[src/rtl/pipe_elastic_stage.sv]
// Elastic pipeline stage: DEPTH-entry circular buffer with valid/ready on both sides.
// Every output is a function of registered state only, so no path runs from the inputs to the outputs.
module pipe_elastic_stage #(
  parameter int WIDTH = 223,
  parameter int DEPTH = 2,
  localparam int CW = $clog2(DEPTH + 1)
) (
  input  logic             clk,
  input  logic             reset,
  input  logic             softReset,
  input  logic             in_valid,
  output logic             in_ready,
  input  logic [WIDTH-1:0] in_data,
  output logic             out_valid,
  input  logic             out_ready,
  output logic [WIDTH-1:0] out_data,
  output logic [CW-1:0]    count
);

  localparam int PW = $clog2(DEPTH);

  if (DEPTH < 2 || DEPTH > 16) begin : g_depth_check
    $error("pipe_elastic_stage: DEPTH must be within 2..16");
  end

  logic [WIDTH-1:0] r_mem [DEPTH];
  logic [PW-1:0]    r_wr_ptr;
  logic [PW-1:0]    r_rd_ptr;
  logic [CW-1:0]    r_count;
  logic             r_in_ready;
  logic             r_out_valid;

  logic             w_push;
  logic             w_pop;
  logic [CW-1:0]    w_count_nxt;

  // The wrap is explicit because DEPTH need not be a power of two.
  function automatic logic [PW-1:0] ptr_inc(input logic [PW-1:0] p);
    if (p == PW'(DEPTH - 1)) return '0;
    else                     return p + PW'(1);
  endfunction

  assign w_push = in_valid & r_in_ready;
  assign w_pop  = r_out_valid & out_ready;

  always_comb begin
    w_count_nxt = r_count;
    if (w_push && !w_pop)      w_count_nxt = r_count + CW'(1);
    else if (w_pop && !w_push) w_count_nxt = r_count - CW'(1);
  end

  // in_ready and out_valid are precomputed from the next count, so a full buffer
  // stays closed on the cycle that pops it. That costs one bubble.
  always_ff @(posedge clk) begin
    if (reset) begin
      r_wr_ptr    <= '0;
      r_rd_ptr    <= '0;
      r_count     <= '0;
      r_in_ready  <= 1'b1;
      r_out_valid <= 1'b0;
      for (int i = 0; i < DEPTH; i++) r_mem[i] <= '0;
    end else if (softReset) begin
      r_wr_ptr    <= '0;
      r_rd_ptr    <= '0;
      r_count     <= '0;
      r_in_ready  <= 1'b1;
      r_out_valid <= 1'b0;
    end else begin
      if (w_push) begin
        r_mem[r_wr_ptr] <= in_data;
        r_wr_ptr        <= ptr_inc(r_wr_ptr);
      end
      if (w_pop) r_rd_ptr <= ptr_inc(r_rd_ptr);
      r_count     <= w_count_nxt;
      r_in_ready  <= (w_count_nxt < CW'(DEPTH));
      r_out_valid <= (w_count_nxt != '0);
    end
  end

  // A flush leaves the storage in place, so the head is masked while the buffer is empty.
  assign out_data  = r_out_valid ? r_mem[r_rd_ptr] : '0;
  assign out_valid = r_out_valid;
  assign in_ready  = r_in_ready;
  assign count     = r_count;

endmodule

[config.mk]
export PLATFORM = sky130hd
export DESIGN_NAME = pipe_elastic_stage
export DESIGN_NICKNAME = d
export VERILOG_FILES = /design/src/rtl/pipe_elastic_stage.sv
export SDC_FILE = /design/constraint.sdc
export NUM_CORES = 1
export LEC_CHECK = 0
export BUFFER_PORTS_ARGS = -buffer_cell sky130_fd_sc_hd__buf_2
export CORE_MARGIN = 3
export CORE_UTILIZATION = 25
export CTS_CLUSTER_SIZE = 28
export DETAILED_ROUTE_END_ITERATION = 8
export PLACE_DENSITY = 0.51
export SLEW_MARGIN = 20
export SYNTH_ARGS = -nofsm -noshare
export SYNTH_HDL_FRONTEND = slang
export SYNTH_SLANG_ARGS = --single-unit
export TNS_END_PERCENT = 30
[constraint.sdc]
create_clock -name clk -period 7.69 [get_ports clk]
set_clock_uncertainty 0.1 [all_clocks]
set_input_delay 2.307 -clock clk [delete_from_list [all_inputs] [get_ports clk]]
set_output_delay 2.307 -clock clk [all_outputs]
set_load 0.01 [all_outputs]
==> out/metrics.sh <==
FLOP_PWR_SHARE_PCT=51.1
HOLD_VIOLATIONS=0
PATH_DEPTH_OF_THE_WORST_REG2REG_PATH=4
INITIAL_ANTENNA_VIOLATION_COUNT=14
POWER_SWITCHING_SHARE_PCT=22.11
POST-ROUTE-PERIOD-UTIL_PCT=65.89
WORST-R2R-SETUP-SLACK_NS=4.94
COMB_POWER_SHARE_PCT=6.8
ROUTED-VIA-COUNT=12412
AREA_AFTER_DPL_UM2=24140
NNETSFINAL=2119
NUM_ROWS=105
GRT_USAGE_PCT=12.15
MAXCLOCKFREQUENCY_MHz=197.4
RR_ENDPOINT='r_mem[1][62]$_SDFFCE_PN0P_'
PLACE_CONGESTION=0.7513
NUMCTSBUFFERS=52
FINALNONFILLERCELLS=3008
CP-END-KIND='output pin'
DRV_SLEW=0
IR_WORST_VDD_mV=0.1447
HOLD_SLACK_NS=0.4056
POSTCTSRESIZEDCELLS=0
WIRE_LENGTH_OF_THE_FIRST_GLOBAL_ROUTING_PASS_MM=81.08
PLACED_CELLS=2907
SYN-CELL-AREA_UM2=20810
FILLCELLCOUNT=8336
MAX_SLEW_MARGIN_PCT=28.00
FINALSETUPVIOLATIONS=0
AVGROUTEDWIREPERCELL_UM=18.06
CRIT_PATH_MAX_FANOUT=93
P_SWITCHING_uW=1245
DETAILED_PLACE_HPWL_MM=32.59
FINAL_PERIOD_MINUS_WORST_SETUP_SLACK_NS=5.067
POWERDENSITY_nW_PER_UM2=218.4
DIE_H_UM=294.5
CLK_PIN_SLEW_NS=0.06
CLK_LATENCY_NS=0.57
WORST-ENDPOINT-REQUIRED_NS=5.28
PIN_COUNT=455
PLACE_WORST_SETUP_SLACK_NS=2.688
CLOCK_SINK_COUNT=453
RATIO_OF_CELLS_WITH_DRIVE_ABOVE_1_IN_THE_FINAL_LAYOUT_PCT=36.43
MAPPEDNETLISTNETS=1699
WORST_R2R_STARTPOINT='in_ready$_SDFF_PP1_'
IO_BUFFERS=454
FINAL_SETUP_TNS_NS=0
SYNTH_CELL_TYPES=22
FINAL_ANTENNA_NET_COUNT=0
AREA_OVERHEAD_VS_SYNTH_PCT=23.83
ROUTED_WL_MM=54.32
PATH_CLASS='reg -> out'
GRT_START_MAX_NET_PINS=226
WORST_SLEW_PIN_SLEW_NS=1.080
FLOORPLAN.DIE_AREA_UM2=86740
HOLD_PATH.CLASS='reg -> reg'
POST_SYNTH_INST_COUNT=1471
GRT_OVERFLOW=0
GRT_SETUP_UNREPAIRED='false'
INITIAL_CORE_UTIL_PCT=25.31
SEQ_AREA_FRAC_SYNTH_PCT=65.03
LEAKAGE_POWER_FIGURE_uW=0.009943
DR.PASS1.ITERS=4
POSTCTSSETUPBUFFERS=0
TIMING.CRITICAL_PATH.FROM_TYPE='flop'
HOLD-PATH-CELL-COUNT=2
CTS_TREE='yes'
CORE_UM2=82240
SYNTH.AVG_CELL_AREA_UM2=14.15
CLOCK_TREE.BUFFER_DEPTH=3
POST_DRT_VIA_CELL_RATIO=4.126
CLOCK_TREE.ROOT_CELL='sky130_fd_sc_hd__clkbuf_16'
CTSHOLDBUFFERS=0
SYNTH_SEQ_CELLS=453
DIE_WIDTH_UM=294.5
CELLINTERNALPOWER_uW=4384
FINAL.SETUP.WORST_SLACK_NS=2.623
ARRIVAL_NS=2.66
HOLD_START='r_rd_ptr$_SDFFE_PP0P_'
DRV_CAP=0
FINALINSTANCEAREA_UM2=25770
FIRST_GLOBAL_VIAS=13219
DETAILEDROUTE.FIRSTITERATIONVIOLATIONS=699
POWER.SHARE.CLOCK_PCT=42.1
NUMBER_OF_H_TREE_LEVELS=2
RUN_STATUS='finished, final reports clean'
SYNTH.YOSYS.WARNINGS=0
POST-ROUTE-DRC-COUNT=0
cell type report:
class | count | area (um^2) | area share [%]
inverters | 1 | 3.754 | 0.01457
flip-flops and latches | 453 | 13540 | 52.54
diodes | 11 | 27.53 | 0.1068
well taps | 1070 | 1339 | 5.195
clock inverters | 28 | 246.5 | 0.9564
multi-input cells | 918 | 6800 | 26.39
repair buffers | 465 | 2455 | 9.526
clock buffers | 62 | 1359 | 5.273
worst max path at each step:
| stage | cells past startpoint | end |
|---|---|---|
| after global placement | 5 | r_mem[1][19]$_SDFFCE_PN0P_ |
| final | 4 | out_data[25] |
| after floorplan | 5 | r_mem[1][0]$_SDFFCE_PN0P_ |
| after detailed placement | 5 | r_mem[1][19]$_SDFFCE_PN0P_ |
| after CTS | 4 | out_data[25] |
| after global routing | 4 | out_data[25] |
sequential cells by signal (all words and copies together), names as in the netlist, named ones only:
register,flops
r_wr_ptr,1
in_ready,1
out_valid,1
count,2
r_rd_ptr,1
r_mem,446
worst max-delay path, stage by stage, from the launching register on:
cell	delay, ns
sky130_fd_sc_hd__dfxtp_4	0.71
sky130_fd_sc_hd__buf_12	0.56
sky130_fd_sc_hd__mux2i_1	0.36
sky130_fd_sc_hd__nor2b_1	0.11
sky130_fd_sc_hd__buf_2	0.16
cells in the final DEF (no fill, tap or decap), types with 4 or more instances in the layout:
cell,count
sky130_fd_sc_hd__nor2b_1,223
sky130_fd_sc_hd__buf_12,8
sky130_fd_sc_hd__mux2i_1,224
sky130_fd_sc_hd__bufinv_16,4
sky130_fd_sc_hd__and2_2,160
sky130_fd_sc_hd__edfxtp_1,446
sky130_fd_sc_hd__clkbuf_16,52
sky130_fd_sc_hd__clkinv_1,11
sky130_fd_sc_hd__clkbuf_1,8
sky130_fd_sc_hd__diode_2,11
sky130_fd_sc_hd__clkinv_2,9
sky130_fd_sc_hd__buf_2,454
sky130_fd_sc_hd__dfxtp_1,5
sky130_fd_sc_hd__nand2_1,4
sky130_fd_sc_hd__nor2_1,5
sky130_fd_sc_hd__and2_1,287
synth_stat cells, drive strengths merged:
| cell type | number | share of area (%) |
|---|---|---|
| xor2 | 2 | 0.084 |
| nor2 | 5 | 0.090 |
| edfxtp | 446 | 64 |
| nor3 | 2 | 0.16 |
| and3 | 1 | 0.030 |
| buf | 29 | 0.85 |
| dfxtp | 7 | 0.67 |
| xnor2 | 3 | 0.13 |
| nor2b | 223 | 6.7 |
| or2 | 3 | 0.090 |
| nand2 | 4 | 0.072 |
| a21oi | 1 | 0.024 |
| clkbuf | 70 | 1.5 |
| inv | 1 | 0.018 |
| mux2i | 224 | 11 |
| a31oi | 1 | 0.030 |
| o21a | 2 | 0.072 |
| and2 | 447 | 14 |
routing by layer:
layer	global-route usage, %	vias to the layer above	part of all wire (%)
met5	0	-	0.039
met4	4.296	4	2.8
met3	3.037	84	5.6
met2	21.15	276	51
met1	14.59	6131	41
li1	-	5917	-
metrics by stage:
step,util (%),power [uW]
floorplan,-,3142
global placement,29.35,3310
detailed placement,29.35,3323
CTS,31.30,5737
global route,31.32,5870
finish,31.34,5629
power groups by stage:
| stage | Combinational [uW] | Clock [uW] | Sequential (uW) |
|---|---|---|---|
| after global placement | 389 | 0 | 2920 |
| final | 383 | 2370 | 2880 |
| after floorplan | 213 | 0 | 2930 |
| after detailed placement | 395 | 0 | 2930 |
| after CTS | 396 | 2460 | 2880 |
| after global routing | 425 | 2560 | 2890 |
cells by family after synthesis:
family / share of synthesized area [%]
compound gates: 0.1262
xor+xnor: 0.2105
buf+inv: 2.321
flops: 65.03
mux: 10.77
simple gates: 21.54
(Power assumes the default switching activity.)
